`src/rtl/bcd2_pkg.sv`:
```
// bcd2_pkg: shared types and constants for the bcd2 decode path (build option BCD2BIN_ERR_EN)
package bcd2_pkg;
  typedef enum logic [1:0] {IDLE, SHIFT, DONE} bcd2_state_e;
  localparam int BCD2BIN_NSHIFT = 7;
  localparam int BCD_DIGIT_MAX = 9;
  localparam int BCD2_W = 8;
  localparam int BIN2_W = 7;
endpackage

```
`src/rtl/bcd_digit_adj.sv`:
```
// bcd_digit_adj: reverse double-dabble digit correction, subtract 3 from digits of 8 or more
module bcd_digit_adj (
  input  logic [3:0] in,
  output logic [3:0] out
);
  assign out = (in >= 4'd8) ? in - 4'd3 : in;
endmodule

```
`src/rtl/bcd2_to_bin.sv`:
```
// bcd2_to_bin: iterative two-digit BCD to 7-bit binary converter; BCD2BIN_ERR_EN enables invalid-digit rejection
module bcd2_to_bin
  import bcd2_pkg::*;
(
  input  logic              clk,
  input  logic              reset,
  input  logic              start,
  input  logic [BCD2_W-1:0] bcd_in,
  output logic              busy,
  output logic              done,
  output logic [BIN2_W-1:0] bin_out,
  output logic              err
);
  localparam int WORK_W = BCD2_W + BIN2_W;
  bcd2_state_e       state_q, state_d;
  logic [WORK_W-1:0] work_q, work_d, shifted;
  logic [2:0]        cnt_q, cnt_d;
  logic              busy_q, busy_d, done_q, done_d, err_q, err_d;
  logic [BIN2_W-1:0] bin_q, bin_d;
  logic [3:0]        adj_t, adj_o;
  logic              accept, bad;
  assign shifted = work_q >> 1;
  bcd_digit_adj u_adj_tens (.in(shifted[WORK_W-1 -: 4]), .out(adj_t));
  bcd_digit_adj u_adj_ones (.in(shifted[BIN2_W +: 4]), .out(adj_o));
  // next-state: accept/reject requests, run one shift per cycle, publish result after the last one
  always_comb begin
    accept  = start && (state_q != SHIFT);
`ifdef BCD2BIN_ERR_EN
    bad     = accept && ((bcd_in[7:4] > 4'(BCD_DIGIT_MAX)) || (bcd_in[3:0] > 4'(BCD_DIGIT_MAX)));
`else
    bad     = 1'b0;
`endif
    state_d = state_q;
    work_d  = work_q;
    cnt_d   = cnt_q;
    busy_d  = busy_q;
    done_d  = 1'b0;
    bin_d   = bin_q;
    err_d   = 1'b0;
    if (bad) begin
      state_d = IDLE;
      err_d   = 1'b1;
    end else if (accept) begin
      state_d = SHIFT;
      work_d  = {bcd_in, {BIN2_W{1'b0}}};
      cnt_d   = 3'd0;
      busy_d  = 1'b1;
    end else if (state_q == SHIFT) begin
      work_d = {adj_t, adj_o, shifted[BIN2_W-1:0]};
      cnt_d  = cnt_q + 3'd1;
      if (cnt_q == 3'(BCD2BIN_NSHIFT - 1)) begin
        state_d = DONE;
        busy_d  = 1'b0;
        done_d  = 1'b1;
        bin_d   = shifted[BIN2_W-1:0];
      end
    end else begin
      state_d = IDLE;
    end
  end
  // state and registered outputs
  always_ff @(posedge clk) begin
    if (reset) begin
      state_q <= IDLE;
      work_q  <= '0;
      cnt_q   <= '0;
      busy_q  <= 1'b0;
      done_q  <= 1'b0;
      bin_q   <= '0;
      err_q   <= 1'b0;
    end else begin
      state_q <= state_d;
      work_q  <= work_d;
      cnt_q   <= cnt_d;
      busy_q  <= busy_d;
      done_q  <= done_d;
      bin_q   <= bin_d;
      err_q   <= err_d;
    end
  end
  assign busy    = busy_q;
  assign done    = done_q;
  assign bin_out = bin_q;
  assign err     = err_q;
endmodule

```
`config.mk`:
```
export PLATFORM = sky130hd
export DESIGN_NAME = bcd2_to_bin
export DESIGN_NICKNAME = d
export VERILOG_FILES = /design/src/rtl/bcd2_pkg.sv /design/src/rtl/bcd_digit_adj.sv /design/src/rtl/bcd2_to_bin.sv
export SDC_FILE = /design/constraint.sdc
export NUM_CORES = 1
export LEC_CHECK = 0
export CORE_MARGIN = 8
export CORE_UTILIZATION = 35
export DETAILED_ROUTE_END_ITERATION = 7
export RECOVER_POWER = 25
export SLEW_MARGIN = 20
export SYNTH_ARGS = -nofsm -noshare
export SYNTH_HDL_FRONTEND = slang
export SYNTH_HIERARCHICAL = 1
export SYNTH_SLANG_ARGS = --single-unit
```
`constraint.sdc`:
```
create_clock -name clk -period 1.2 [get_ports clk]
set_clock_uncertainty 0.15 [all_clocks]
set_input_delay 0.24 -clock clk [delete_from_list [all_inputs] [get_ports clk]]
set_output_delay 0.24 -clock clk [all_outputs]
set_load 0.03 [all_outputs]
```
==> summary.md <==
| Metric | Value |
|---|---|
| Via count | roughly 1100 |
| CP max stage cell | dfxtp_4 |
| Commonest non-fill, non-tap cells in the layout | nand2_1 (25), buf_4 (15), dfxtp_2 (13), dfxtp_1 (13), buf_6 (13) |
| DRT Wirelength | 2930 µm |
| Post-Syn Instances | 145 |
| Grt ovf | 0 |
| Die width | 75.7 µm |
| Via/cell ratio | ~4.6 |
| Post-route insts no fill | 230 |
| Min Tclk post-route | approximately 1.3 ns |
| GPL Wtd Cong | 0.749 |
| Critical Path End Type | register |
| CTS tree | built |
| Violated checks | negative setup slack |
| CP Max Fanout | 3 |
| Met1 usage | 0.106 |
| WL/cell | 12.7 µm |
| Unrepaired setup endpoints after global routing | true |
| Worst Path Buf+Inv | 1 |
| Num ports | 21 |
| Initial DRT Pass Iterations | 4 |
| Fin. max-slew vios | 0 |
| Hold Slack | 0.317 ns |
| Dpl cells | between 200 and 250 |
| Clock-pin slew on the worst setup and hold paths | 0.15 ns |
| Seq pwr share | 0.509 |
| Max cap viols | 0 |
| Global-route wire length before repair | 4200 µm |
| Dpl hpwl | 1940 µm |
| # rows | 21 |
| Fillers | 311 |
| GR Util met2 | 0.170 |
| Hold Fails Final Rpt | 0 |
| Largest net degree at the start of global routing | 20 |
| H-tree depth | 1 |
| Die area | 0.00574 mm² |
| Initial Util | 0.368 |
| Fmax | 770 MHz |
| Setup WS post-layout | -0.0990 ns |
| N_diodes | 0 |
| VDD IR max | 0.460 mV |
| Sequential area share after synthesis | 0.449 |
| Max clock buf depth | 2 |
| Crit path DAT | 1.40 ns |
| Final period utilization | 1.08 |
| Logic pwr share | 0.182 |
| P per Cell Area | about 1000 mW/mm² |
| Distinct cell type count after synthesis | 24 |
| CP Data Required Time | 1.30 ns |
| Status | finished with violations |
| Overall Power | between 1.5 and 2 mW |
| Number of DRC markers in iteration 0 | 48 |
| Type of origin of the critical path | register |
| Initial antenna violation count | 0 |
| Clock buffer count from CTS | 3 |
| Post-DRT Antenna Nets | 0 |
| Hold WC Path Type | register to register |
| Crit path max-delay family | flip-flops |
| Net count, final | 202 |
| Port Buffers | 19 |
| Area delta synth->final | 52.2% |
| Final core utilization | 0.561 |
| Most common cell after layout, fill and taps aside | nand2_1 |
| FF/Latch Area | 584 µm² |
| Root Buffer | clkbuf_4 |
| Flops & latches, synth | 28 |
| Switch Pwr | 0.492 mW |
| Syn Area/Cell | 8.61 µm² |
| Clk_lat worst skew | 0.32 ns |
| Sink Count | 28 |
| Critical-path cell list | inv_2 -> ha_4 -> nand2_1 -> o21ai_1 -> nor2_1 -> a211oi_2 |
| Synthesis Warnings | 6 |
| DRC violations left | 0 |
| Core region area | 0.00339 mm² |
| Chip height | 75.7 µm |
| Clk pwr share | 0.308 |
| Multi-input gate area | roughly 800 µm² |
| Most Crowded Layer GR | met2 |
| Setup CP Type | register to register |
| Sw frac | 0.247 |
| Setup slack at placement | -0.339 ns |
| Setup Viol. Count Final | 19 |
| Mapped cell area | 0.00125 mm² |
| Vias in the first global route | 974 |
| GRT Total Usage | 0.0941 |
| Max incr delay on CP | 0.40 ns |
| Static leakage | around 0.74 nW |
| Layout cell share with drive strength beyond 1 | 0.462 |
| Cell-internal power | 1.50 mW |
| Grt met3 use | 0.0211 |
| # hold bufs at CTS | 0 |
[layer usage]
layer	part of all wire	routed length (µm)
met4	0.0068	20
met1	0.45	1310
met5	0	0
met2	0.51	1490
met3	0.036	105
[worst register-to-register path: stages (launching register included)]
cell      delay [ns]
dfxtp_4         0.40
inv_2           0.05
ha_4            0.24
nand2_1         0.04
o21ai_1         0.09
nor2_1          0.07
a211oi_2        0.18
[through the flow]
step,cell area [µm²],setup TNS (ns)
final,1900,-0.627
after global routing,1900,-2.37
after CTS,1720,-0.905
after detailed placement,1570,-5.64
after global placement,1570,-5.84
after floorplan,1280,-0.157
[final timing paths]
path	startpoint	to	slack [ns]	cells after the start
max reg2reg	work_q[9]$_SDFFE_PP0P_	work_q[8]$_SDFFE_PP0P_	-0.1	6
max	work_q[9]$_SDFFE_PP0P_	work_q[8]$_SDFFE_PP0P_	-0.1	6
min	work_q[1]$_SDFFE_PP0N_	bin_out[0]$_SDFFE_PP0P_	0.32	2
min reg2reg	work_q[1]$_SDFFE_PP0N_	bin_out[0]$_SDFFE_PP0P_	0.32	2
[power groups by stage]
stage               registers (mW)  logic (mW)  clock network [mW]
finish                        1.01       0.363               0.614
global route                  1.02       0.396               0.676
CTS                           1.01       0.298               0.632
detailed placement            1.02       0.269                   0
global placement              1.02       0.262                   0
floorplan                     1.02       0.167                   0
[sequential cells by signal (all words and copies together), names as in the netlist]
| name | flops |
|---|---|
| work_q | 14 |
| busy | 1 |
| cnt_q | 3 |
| bin_out | 7 |
| state_q | 2 |
| done | 1 |
[kinds of logic after synthesis]
logic type	after synthesis	share of synthesized area
flip-flops	28	0.449
AO/OA/AOI/OAI	28	0.136
AND/OR/NAND/NOR	53	0.185
XOR/XNOR	6	0.0421
buffers and inverters	15	0.0601
adder cells (fa/ha/maj)	6	0.0601
other	1	0.00300
multiplexers	8	0.0641
[Yosys cell counts, drive strengths merged]
library cell | instances | area [µm²]
a211oi | 9 | 72.6
a21o | 1 | 7.51
a21oi | 16 | 80.1
and4b | 1 | 10.0
buf | 8 | 48.8
clkbuf | 2 | 7.51
conb | 1 | 3.75
dfxtp | 28 | 561
ha | 6 | 75.1
inv | 5 | 18.8
mux2i | 8 | 80.1
nand2 | 28 | 105
nand2b | 3 | 18.8
nand3b | 1 | 7.51
nand4b | 1 | 8.76
nor2 | 14 | 52.6
nor2b | 3 | 18.8
nor3 | 2 | 10.0
o21ai | 2 | 10.0
xnor2 | 3 | 26.3
xor2 | 3 | 26.3
[what timing repair did]
item,4_1_cts,5_1_grt
pin swaps,14,14
setup endpoints to repair,34,34
cloned,0,2
setup buffers,1,2
gates resized for setup,29,37
[layout make-up]
| class | count | area share |
|---|---|---|
| well taps | 46 | 0.0303 |
| inverters | 5 | 0.00987 |
| multi-input cells | 107 | 0.412 |
| clock buffers | 3 | 0.0118 |
| flip-flops and latches | 28 | 0.307 |
| repair buffers | 40 | 0.213 |
| clock inverters | 1 | 0.0158 |
(Power assumes the default switching activity.)
